**src/rtl/mem_arb_pkg.sv**
```systemverilog
`default_nettype none
// ============================================================================
// Module  : mem_arb_pkg
// Brief   : Shared constants and types for the two-port line-memory arbiter.
// Rev     : 1.0  initial release
// ============================================================================
package mem_arb_pkg;

    localparam int unsigned DEF_ADDR_W = 32;
    localparam int unsigned DEF_DATA_W = 256;

    localparam int unsigned PORT_IF = 0;
    localparam int unsigned PORT_D  = 1;

    typedef logic [1:0] state_t;

    localparam state_t IDLE = 2'd0;
    localparam state_t BUSY = 2'd1;
    localparam state_t RESP = 2'd2;

endpackage
`default_nettype wire

```
**src/rtl/mem_arbiter_if.sv**
```systemverilog
`default_nettype none
// ============================================================================
// Module  : mem_arbiter_if
// Brief   : Requester, memory and status signals of the line-memory arbiter.
// Rev     : 1.0  initial release
// ============================================================================
interface mem_arbiter_if
    import mem_arb_pkg::*;
#(
    parameter int ADDR_W = DEF_ADDR_W,
    parameter int DATA_W = DEF_DATA_W
);
    logic              req0_enable_i;
    logic              req0_write_i;
    logic [ADDR_W-1:0] req0_addr_i;
    logic [DATA_W-1:0] req0_data_i;
    logic              req0_ack_o;
    logic [DATA_W-1:0] req0_data_o;

    logic              req1_enable_i;
    logic              req1_write_i;
    logic [ADDR_W-1:0] req1_addr_i;
    logic [DATA_W-1:0] req1_data_i;
    logic              req1_ack_o;
    logic [DATA_W-1:0] req1_data_o;

    logic              mem_enable_o;
    logic              mem_write_o;
    logic [ADDR_W-1:0] mem_addr_o;
    logic [DATA_W-1:0] mem_data_o;
    logic              mem_ack_i;
    logic [DATA_W-1:0] mem_data_i;

    logic [1:0]        grant_o;
    logic              busy_o;
    logic              timeout_o;

    modport slave (
        input  req0_enable_i, req0_write_i, req0_addr_i, req0_data_i,
        output req0_ack_o, req0_data_o,
        input  req1_enable_i, req1_write_i, req1_addr_i, req1_data_i,
        output req1_ack_o, req1_data_o,
        output mem_enable_o, mem_write_o, mem_addr_o, mem_data_o,
        input  mem_ack_i, mem_data_i,
        output grant_o, busy_o, timeout_o
    );

    modport master (
        output req0_enable_i, req0_write_i, req0_addr_i, req0_data_i,
        input  req0_ack_o, req0_data_o,
        output req1_enable_i, req1_write_i, req1_addr_i, req1_data_i,
        input  req1_ack_o, req1_data_o,
        input  mem_enable_o, mem_write_o, mem_addr_o, mem_data_o,
        output mem_ack_i, mem_data_i,
        input  grant_o, busy_o, timeout_o
    );
endinterface
`default_nettype wire

```
**src/rtl/mem_arbiter_rr_pick2.sv**
```systemverilog
`default_nettype none
// ============================================================================
// Module  : rr_pick2
// Brief   : Combinational two-way pick producing a one-hot grant.
// Rev     : 1.0  initial release
// ============================================================================
module rr_pick2 (
    input  logic [1:0] i_req,
    input  logic       i_last_served,
    input  logic       i_fixed_prio,
    output logic [1:0] o_grant
);
    always_comb begin
        o_grant = 2'b00;
        if (i_req == 2'b11) begin
            // On a tie the port that did not go last wins, unless port 1 is pinned
            if (i_fixed_prio || !i_last_served) begin
                o_grant = 2'b10;
            end else begin
                o_grant = 2'b01;
            end
        end else if (i_req[1]) begin
            o_grant = 2'b10;
        end else if (i_req[0]) begin
            o_grant = 2'b01;
        end
    end
endmodule
`default_nettype wire

```
**src/rtl/mem_arbiter.sv**
```systemverilog
`default_nettype none
// ============================================================================
// Module  : mem_arbiter
// Brief   : Serialises whole-line reads/writes from ifetch and dcache onto
//           one registered off-chip memory port.
// Rev     : 1.0  initial release
// ============================================================================
module mem_arbiter
    import mem_arb_pkg::*;
#(
    parameter int ADDR_W         = DEF_ADDR_W,
    parameter int DATA_W         = DEF_DATA_W,
    parameter int FIXED_PRIO     = 0,
    parameter int TIMEOUT_CYCLES = 64
) (
    input  logic         clk_i,
    input  logic         rst_i,
    mem_arbiter_if.slave bus
);
    localparam logic c_FIXED = (FIXED_PRIO != 0);

    state_t            r_state;
    logic              r_last_served;
    logic [1:0]        r_grant;
    logic              r_busy;
    logic              r_mem_en;
    logic              r_mem_wr;
    logic [ADDR_W-1:0] r_mem_addr;
    logic [DATA_W-1:0] r_mem_data;
    logic              r_ack0;
    logic              r_ack1;
    logic [DATA_W-1:0] r_data0;
    logic [DATA_W-1:0] r_data1;

    logic [1:0]        w_req;
    logic [1:0]        w_pick;
    logic              w_timeout;

    assign w_req = {bus.req1_enable_i, bus.req0_enable_i};

    rr_pick2 u_pick (
        .i_req         (w_req),
        .i_last_served (r_last_served),
        .i_fixed_prio  (c_FIXED),
        .o_grant       (w_pick)
    );

    always_ff @(posedge clk_i) begin
        if (!rst_i) begin
            r_state       <= IDLE;
            r_last_served <= 1'b1;
            r_grant       <= 2'b00;
            r_busy        <= 1'b0;
            r_mem_en      <= 1'b0;
            r_mem_wr      <= 1'b0;
            r_mem_addr    <= '0;
            r_mem_data    <= '0;
            r_ack0        <= 1'b0;
            r_ack1        <= 1'b0;
            r_data0       <= '0;
            r_data1       <= '0;
        end else begin
            r_ack0 <= 1'b0;
            r_ack1 <= 1'b0;
            case (r_state)
                IDLE: begin
                    if (w_pick != 2'b00) begin
                        r_grant  <= w_pick;
                        r_busy   <= 1'b1;
                        r_mem_en <= 1'b1;
                        r_state  <= BUSY;
                        if (w_pick[PORT_D]) begin
                            r_mem_wr   <= bus.req1_write_i;
                            r_mem_addr <= bus.req1_addr_i;
                            r_mem_data <= bus.req1_data_i;
                        end else begin
                            r_mem_wr   <= bus.req0_write_i;
                            r_mem_addr <= bus.req0_addr_i;
                            r_mem_data <= bus.req0_data_i;
                        end
                    end
                end
                BUSY: begin
                    if (bus.mem_ack_i) begin
                        r_mem_en      <= 1'b0;
                        r_mem_wr      <= 1'b0;
                        r_last_served <= r_grant[PORT_D];
                        r_state       <= RESP;
                        if (r_grant[PORT_D]) begin
                            r_ack1 <= 1'b1;
                            if (!r_mem_wr) r_data1 <= bus.mem_data_i;
                        end else begin
                            r_ack0 <= 1'b1;
                            if (!r_mem_wr) r_data0 <= bus.mem_data_i;
                        end
                    end
                end
                RESP: begin
                    r_grant <= 2'b00;
                    r_busy  <= 1'b0;
                    r_state <= IDLE;
                end
                default: r_state <= IDLE;
            endcase
        end
    end

    generate
        if (TIMEOUT_CYCLES != 0) begin : g_wd_on
            localparam int              c_WD_W    = $clog2(TIMEOUT_CYCLES + 1);
            localparam logic [c_WD_W-1:0] c_WD_LIMIT = c_WD_W'(TIMEOUT_CYCLES);
            localparam logic [c_WD_W-1:0] c_WD_LAST  = c_WD_W'(TIMEOUT_CYCLES - 1);

            logic [c_WD_W-1:0] r_wd_cnt;
            logic              r_timeout;

            // Counter rests at zero while idle, so it is already clear at grant
            always_ff @(posedge clk_i) begin
                if (!rst_i) begin
                    r_wd_cnt  <= '0;
                    r_timeout <= 1'b0;
                end else if (r_state == IDLE) begin
                    r_wd_cnt <= '0;
                end else if (r_state == BUSY && r_wd_cnt != c_WD_LIMIT) begin
                    r_wd_cnt <= r_wd_cnt + c_WD_W'(1);
                    if (r_wd_cnt == c_WD_LAST) r_timeout <= 1'b1;
                end
            end

            assign w_timeout = r_timeout;
        end else begin : g_wd_off
            assign w_timeout = 1'b0;
        end
    endgenerate

    assign bus.mem_enable_o = r_mem_en;
    assign bus.mem_write_o  = r_mem_wr;
    assign bus.mem_addr_o   = r_mem_addr;
    assign bus.mem_data_o   = r_mem_data;
    assign bus.req0_ack_o   = r_ack0;
    assign bus.req1_ack_o   = r_ack1;
    assign bus.req0_data_o  = r_data0;
    assign bus.req1_data_o  = r_data1;
    assign bus.grant_o      = r_grant;
    assign bus.busy_o       = r_busy;
    assign bus.timeout_o    = w_timeout;

endmodule
`default_nettype wire

```
**src/flat_wrapper.sv**
```systemverilog
// flat-port wrapper written by rule: the top's interface ports become plain ports
module mem_arbiter_flat import mem_arb_pkg::*;
#(
    parameter int ADDR_W         = DEF_ADDR_W,
    parameter int DATA_W         = DEF_DATA_W,
    parameter int FIXED_PRIO     = 0,
    parameter int TIMEOUT_CYCLES = 64
)
  (clk_i, rst_i, bus_req0_enable_i, bus_req0_write_i, bus_req0_addr_i, bus_req0_data_i, bus_req0_ack_o, bus_req0_data_o, bus_req1_enable_i, bus_req1_write_i, bus_req1_addr_i, bus_req1_data_i, bus_req1_ack_o, bus_req1_data_o, bus_mem_enable_o, bus_mem_write_o, bus_mem_addr_o, bus_mem_data_o, bus_mem_ack_i, bus_mem_data_i, bus_grant_o, bus_busy_o, bus_timeout_o);
  mem_arbiter_if #(.ADDR_W(ADDR_W), .DATA_W(DATA_W)) bus_i ();
  input  logic clk_i;
  input  logic rst_i;
  input wire logic [$bits(bus_i.req0_enable_i)-1:0] bus_req0_enable_i;
  input wire logic [$bits(bus_i.req0_write_i)-1:0] bus_req0_write_i;
  input wire logic [$bits(bus_i.req0_addr_i)-1:0] bus_req0_addr_i;
  input wire logic [$bits(bus_i.req0_data_i)-1:0] bus_req0_data_i;
  output wire logic [$bits(bus_i.req0_ack_o)-1:0] bus_req0_ack_o;
  output wire logic [$bits(bus_i.req0_data_o)-1:0] bus_req0_data_o;
  input wire logic [$bits(bus_i.req1_enable_i)-1:0] bus_req1_enable_i;
  input wire logic [$bits(bus_i.req1_write_i)-1:0] bus_req1_write_i;
  input wire logic [$bits(bus_i.req1_addr_i)-1:0] bus_req1_addr_i;
  input wire logic [$bits(bus_i.req1_data_i)-1:0] bus_req1_data_i;
  output wire logic [$bits(bus_i.req1_ack_o)-1:0] bus_req1_ack_o;
  output wire logic [$bits(bus_i.req1_data_o)-1:0] bus_req1_data_o;
  output wire logic [$bits(bus_i.mem_enable_o)-1:0] bus_mem_enable_o;
  output wire logic [$bits(bus_i.mem_write_o)-1:0] bus_mem_write_o;
  output wire logic [$bits(bus_i.mem_addr_o)-1:0] bus_mem_addr_o;
  output wire logic [$bits(bus_i.mem_data_o)-1:0] bus_mem_data_o;
  input wire logic [$bits(bus_i.mem_ack_i)-1:0] bus_mem_ack_i;
  input wire logic [$bits(bus_i.mem_data_i)-1:0] bus_mem_data_i;
  output wire logic [$bits(bus_i.grant_o)-1:0] bus_grant_o;
  output wire logic [$bits(bus_i.busy_o)-1:0] bus_busy_o;
  output wire logic [$bits(bus_i.timeout_o)-1:0] bus_timeout_o;
  assign bus_i.req0_enable_i = bus_req0_enable_i;
  assign bus_i.req0_write_i = bus_req0_write_i;
  assign bus_i.req0_addr_i = bus_req0_addr_i;
  assign bus_i.req0_data_i = bus_req0_data_i;
  assign bus_req0_ack_o = bus_i.req0_ack_o;
  assign bus_req0_data_o = bus_i.req0_data_o;
  assign bus_i.req1_enable_i = bus_req1_enable_i;
  assign bus_i.req1_write_i = bus_req1_write_i;
  assign bus_i.req1_addr_i = bus_req1_addr_i;
  assign bus_i.req1_data_i = bus_req1_data_i;
  assign bus_req1_ack_o = bus_i.req1_ack_o;
  assign bus_req1_data_o = bus_i.req1_data_o;
  assign bus_mem_enable_o = bus_i.mem_enable_o;
  assign bus_mem_write_o = bus_i.mem_write_o;
  assign bus_mem_addr_o = bus_i.mem_addr_o;
  assign bus_mem_data_o = bus_i.mem_data_o;
  assign bus_i.mem_ack_i = bus_mem_ack_i;
  assign bus_i.mem_data_i = bus_mem_data_i;
  assign bus_grant_o = bus_i.grant_o;
  assign bus_busy_o = bus_i.busy_o;
  assign bus_timeout_o = bus_i.timeout_o;
  mem_arbiter #(.ADDR_W(ADDR_W), .DATA_W(DATA_W), .FIXED_PRIO(FIXED_PRIO), .TIMEOUT_CYCLES(TIMEOUT_CYCLES)) u_core (.clk_i(clk_i), .rst_i(rst_i), .bus(bus_i));
endmodule
```
**config.mk**
```make
export PLATFORM = sky130hd
export DESIGN_NAME = mem_arbiter_flat
export DESIGN_NICKNAME = d
export VERILOG_FILES = /design/src/rtl/mem_arb_pkg.sv /design/src/rtl/mem_arbiter_if.sv /design/src/rtl/mem_arbiter_rr_pick2.sv /design/src/rtl/mem_arbiter.sv /design/src/flat_wrapper.sv
export SDC_FILE = /design/constraint.sdc
export NUM_CORES = 2
export LEC_CHECK = 0
export ABC_AREA = 1
export CAP_MARGIN = 10
export CORE_AREA = 2 2 643 645
export DETAILED_ROUTE_END_ITERATION = 16
export DIE_AREA = 0 0 645 647
export GPL_ROUTABILITY_DRIVEN = 0
export SLEW_MARGIN = 20
export SYNTH_ARGS = -nofsm -noshare
export SYNTH_HDL_FRONTEND = slang
export SYNTH_SLANG_ARGS = --single-unit
export TNS_END_PERCENT = 10
```
**constraint.sdc**
```tcl
create_clock -name clk_i -period 1.6 [get_ports clk_i]
set_input_delay 0.24 -clock clk_i [delete_from_list [all_inputs] [get_ports clk_i]]
set_output_delay 0.24 -clock clk_i [all_outputs]
set_load 0.005 [all_outputs]
```
==> After elaboration in Yosys (flattened, before gate mapping) <==
Index checks and enable logic that the tools add are counted.
Widths: inputs -> output; s select.
{ "totals": {"register_bits": 818, "input_bits": 839, "word_cells": 61} }
{ "op_classes": {"n_addsub": 1, "eq_ne": 7, "muxes": 20, "bitwise": 4, "n_reduce_logical": 15} }
{ "ops": {"columns": ["operator", "count"], "rows": [
  ["$mux 256", 1],
  ["$mux 32", 1],
  ["$mux 2", 6],
  ["$reduce_and 3->1", 3],
  ["$pmux 2 s2", 2],
  ["$reduce_and 2->1", 4],
  ["$reduce_and 4->1", 2],
  ["$add 7x1->7 const B", 1],
  ["$eq 7x6->1 const B", 1],
  ["$mux 1", 7],
  ["$ne 7x7->1 const B", 1],
  ["$pmux 1 s2", 3],
  ["$reduce_bool 2->1", 3],
  ["$eq 2x2->1 const B", 2],
  ["$not 1->1", 4],
  ["$eq 2x1->1 const B", 1],
  ["$logic_not 2->1", 1],
  ["$ne 2x1->1 const B", 1],
  ["$ne 2x2->1 const B", 1],
  ["$reduce_or 2->1", 1],
  ["$logic_and 1x1->1", 1]
]} }

==> Depth between registers and ports, before layout <==
{ "logic_depth": {"word_depth": 6, "depth_mapped": 10, "mapped_depth_nobuf": 9} }

==> By module <==
Synthesis repeated with hierarchy kept, for this count alone.
{ "unflattened": {"cells_unflattened": 4525, "area_unflattened_um2": 32413.6} }
{ "by_module_without_submodules": {"columns": ["mod", "n_inst", "cells_per_inst", "area_per_inst_um2", "seq_area_each_um2"], "rows": [
  ["mem_arbiter", 1, 4515, 32374.8, 16375.7],
  ["rr_pick2", 1, 10, 38.8, 0.0]
]} }

==> Least setup slack after synthesis <==
No wires, ideal clock.
{ "synth_path": {"kind": "register to register", "start": "reg u_core.r_state[1]", "end": "reg u_core.r_data1[228], in the netlist u_core.bus.req1_data_o[228]", "arrival_time_ps": 1316, "required_time_ps": 1487, "slack_ps": 171, "path_stages_with_launch": 11, "path_buffers": 2, "path_cell_list": "dfxtp_1 > inv_1 > nand2_1 > nor2_4 > nand2_1 > nor2_4 > buf_2 > buf_2 > nand2_1 > nand2_1 > nor2_1"} }
{ "synth_via": {"elab_chain_len": 2} }
{ "synth_lines": {"columns": ["element", "line", "text"], "rows": [
  ["from (decl)", "mem_arbiter.sv:22", "state_t r_state;"],
  ["from (signal assigned)", "mem_arbiter.sv:50", "r_state <= IDLE;"],
  ["from (signal assigned)", "mem_arbiter.sv:71", "r_state <= BUSY;"],
  ["from (signal assigned)", "mem_arbiter.sv:88", "r_state <= RESP;"],
  ["$eq 2x1->1", "mem_arbiter.sv:65", "case (r_state)"],
  ["$reduce_and 4->1 (no source line)", null, null],
  ["to (signal assigned)", "mem_arbiter.sv:91", "if (!r_mem_wr) r_data1 <= bus.mem_data_i;"],
  ["to (decl)", "mem_arbiter.sv:33", "logic [DATA_W-1:0] r_data1;"]
]} }
Every way passes these cells.
A chain may end at the register's enable or synchronous reset.

==> Worst setup path in the final report <==
{ "layout_path": {"start": "reg u_core.r_state[1]", "end": "reg u_core.r_data1[169], in the netlist u_core.bus.req1_data_o[169]"} }
The elaborated chain is that of the path after synthesis.

==> reports/metrics.cfg <==
[worst_setup_path]
crit_path_top_delay_cell = dfxtp_2
crit_type = flip-flop to flip-flop
worstPathArrival_ns = 2.54
slowest_delay_ns = 0.32
r2r-end = u_core.bus.req1_data_o[169]
crit_path_end_kind = flip-flop
r2r_start = u_core.r_state[1]
crit_required_ns = 2.35
reg2reg_slack_ns = -0.19
path_cells = inv_2, nand2_4, nor2_4, nand2_2, nor2_4, buf_12, buf_16, buf_16, buf_12, clkbuf_16, nand2_4, nand2_1, nor2_1
critPathBufInv = 6
r2r_cells = 13
startpoint_type = flip-flop
cp_top_family = buffers and inverters
crit_fanout = 6

[grt]
grt_usage_pct = 14.4
grt_max_degree = 95
grt_pass1_vias = 39600
grt.overflow.total = 0
grt_antenna_before_repair = 205
grt_pass1_wl_um = 397000

[finish]
n_fill_cell = 46700
area_growth_syn_to_layout_pct = 99.9
layout-drive-gt1-share_pct = 17.6
finalNetCount = 8193
final_cell_count_no_fill = 13000

[timing]
clock_skew_ns = 0.0563
finalHoldViolations = 0
post-route-min-period_ns = 1.79
tightest_slew_ns = 0.591
tns_ns = -66.33
relSlewSlack_pct = 60.6
max_freq_ghz = 0.557
setup_slack_ns = -0.194
setup_violations = 1099
slew_violations = 0
hold_ws_ns = 0.0573
rsz0062_at_grt = true
final.period_utilization_pct = 112

[min_path]
hold_depth = 3
hp-class = input port to flip-flop
min_to = u_core.bus.req0_data_o[99]
hold_start = bus_mem_data_i[99]

[detailed_routing]
routedWlPerCell_um = 25.3
dr.pass1.iters = 6
num_vias = 43700
viasPerCell = 3.37
drc = 0
wl_um = 328000
ant_nets = 0
drt-initial-drc-count = 3821

[logic_synthesis]
syn_inst = 5349
synth_edf_count = 0
synth_commonest_cells = 1665 x nand2_1, 1106 x nor2_1, 818 x dfxtp_1
async_flop_share_pct = 0
synth_area_um2 = 34800
yosys.area.top_type = dfxtp_1
synth.distinct_cells = 21
synth_most_common_cell = nand2_1
synth_top_area_share_pct = 47.1
synth.area.top_cells = dfxtp_1 47%, nand2_1 18%, nor2_1 12%
synth.avg_cell_area_um2 = 6.50
ys_ff_latch = 818
synth.yosys.seq_area_share_pct = 47.1
synthFlopType = dfxtp_1
yosys_warnings = 0
syn_nets = 6190

[floorplanning]
start_util_pct = 8.46
core_um2 = 411000
rows = 236
die_y_um = 647
die_x_um = 645
dieArea_um2 = 417000
ios = 1647

[cts]
clk_latency_ns = 0.87
numCtsBuffers = 106
path_clk_slew_ns = 0.06
htree_levels = 3
clock_path_buffers = 4
clock-sinks = 818
clock-root-buffer = clkbuf_16
cts_tree = built

[pwr]
total_leakage_power_nw = 31.6
ir_drop_v = 0.000922
cellPowerDensity_nw_per_um2 = 873

[status]
violations = negative setup slack
status = complete, but fails checks

[place]
dpl.cell_count = 12400
hpwlAfterDp_um = 270000
port-buffer-count = 1646
place_ws_ns = -0.991

[flow_run]
cap_viol_max_count = 0

==> repair_timing <==
item / 4_1_cts / 5_1_grt
buffers inserted: 19 / 46
hold buffers: 225 / 0
pin swaps: 0 / 100
endpoints found under the setup margin: 1536 / 1548
endpoints found under the hold margin: 385 / 0
gates resized for setup: 1702 / 381
gates cloned: 6 / 76
==> stage by stage <==
step / utilization (%) / power [mW] / cell area [µm²]
CTS: 16.0 / 60.4 / 65800
detailed placement: 14.5 / 35.6 / 59800
global route: 16.9 / 63.2 / 69400
finish: 16.9 / 60.7 / 69500
global placement: 14.5 / 35.5 / 59800
floorplan: - / 27.2 / 34800
==> kinds of logic (layout without fill, tap and decap cells) <==
logic type | Yosys count | in the layout | share of synthesized area [%]
AOI/OAI and AO/OA | 270 | 270 | 3.92
xor gates and xnor gates | 1 | 1 | 0.0252
adders and majority gates | 2 | 2 | 0.0720
buffers and inverters | 923 | 3005 | 10.8
DFF | 818 | 818 | 47.1
other | 0 | 83 | 0
and+or+nand+nor | 3335 | 3335 | 38.1
==> layout by cell type, fill, tap and decap left out, types with 2 or more instances in the layout <==
cell type / instances
dfxtp_1: 593
ha_1: 2
diode_2: 83
a21oi_1: 262
clkbuf_8: 20
nor2_4: 15
clkbuf_16: 169
a21oi_2: 5
inv_1: 560
inv_6: 5
clkdlybuf4s50_1: 837
nand2_4: 38
buf_12: 150
dfxtp_4: 22
nand3_1: 552
buf_2: 3
nand2_2: 104
nor2_2: 38
clkbuf_1: 33
nand4_1: 4
dfxtp_2: 203
buf_8: 21
clkinv_4: 3
buf_6: 205
inv_8: 2
buf_4: 242
clkinv_2: 12
dlygate4sd3_1: 225
dlygate4sd2_1: 471
nand2_1: 1522
nand3_2: 4
bufinv_16: 5
nor2_1: 1055
clkinvlp_4: 3
buf_16: 33
==> power breakdown <==
part	internal (mW)	switching [mW]
clock	13.7	10.4
sequential	21.7	0.787
combinational	6.89	7.19
total	42.3	18.4
==> worst min-delay path: cells and delay by family <==
family	cells	cell delay, ns
buf+inv	1	0.47
simple gates	1	0.11
compound gates	1	0.06
==> metal layers <==
layer / vias to the layer above / track usage (%) / routed length (µm)
li1: 20300 / - / -
met4: 90 / 7.79 / 20600
met5: - / 0 / 621
met3: 770 / 7.75 / 40600
met1: 20300 / 13.8 / 109000
met2: 2267 / 24.7 / 158000
==> layout make-up <==
class                      count  area (µm²)  area share [%]
clock buffer                 158        3040            4.37
multi-input combinational   3608       15400            22.2
sequential                   818       16700            24.1
clock inverter                29         300           0.432
timing repair buffer        2253       24700            35.6
antenna                       83         208           0.299
inverter                     564        2160            3.11
tap                         5474        6850            9.86
timing repair inverter         1        30.0          0.0432
==> state kept, by name, summed over array words and instances, names as in the netlist, 2 cells and up <==
name / flops
u_core.bus.mem_data_o: 256
u_core.r_state: 2
u_core.bus.mem_addr_o: 32
u_core.bus.grant_o: 2
u_core.g_wd_on.r_wd_cnt: 7
u_core.bus.req1_data_o: 256
u_core.bus.req0_data_o: 256
==> worst max path at each step <==
stage                     depth (start not counted)                     endpoint  slack, ns              start
after floorplan                                  10  u_core.bus.req1_data_o[228]       0.17  u_core.r_state[1]
after global placement                           10  u_core.bus.req1_data_o[183]      -0.97      bus_mem_ack_i
after detailed placement                         10  u_core.bus.req1_data_o[186]      -0.99      bus_mem_ack_i
after CTS                                        12  u_core.bus.req1_data_o[114]      -0.22  u_core.r_state[1]
after global routing                             13  u_core.bus.req1_data_o[170]      -0.32  u_core.r_state[1]
final                                            13  u_core.bus.req1_data_o[169]      -0.19  u_core.r_state[1]
(Power assumes the default switching activity.)
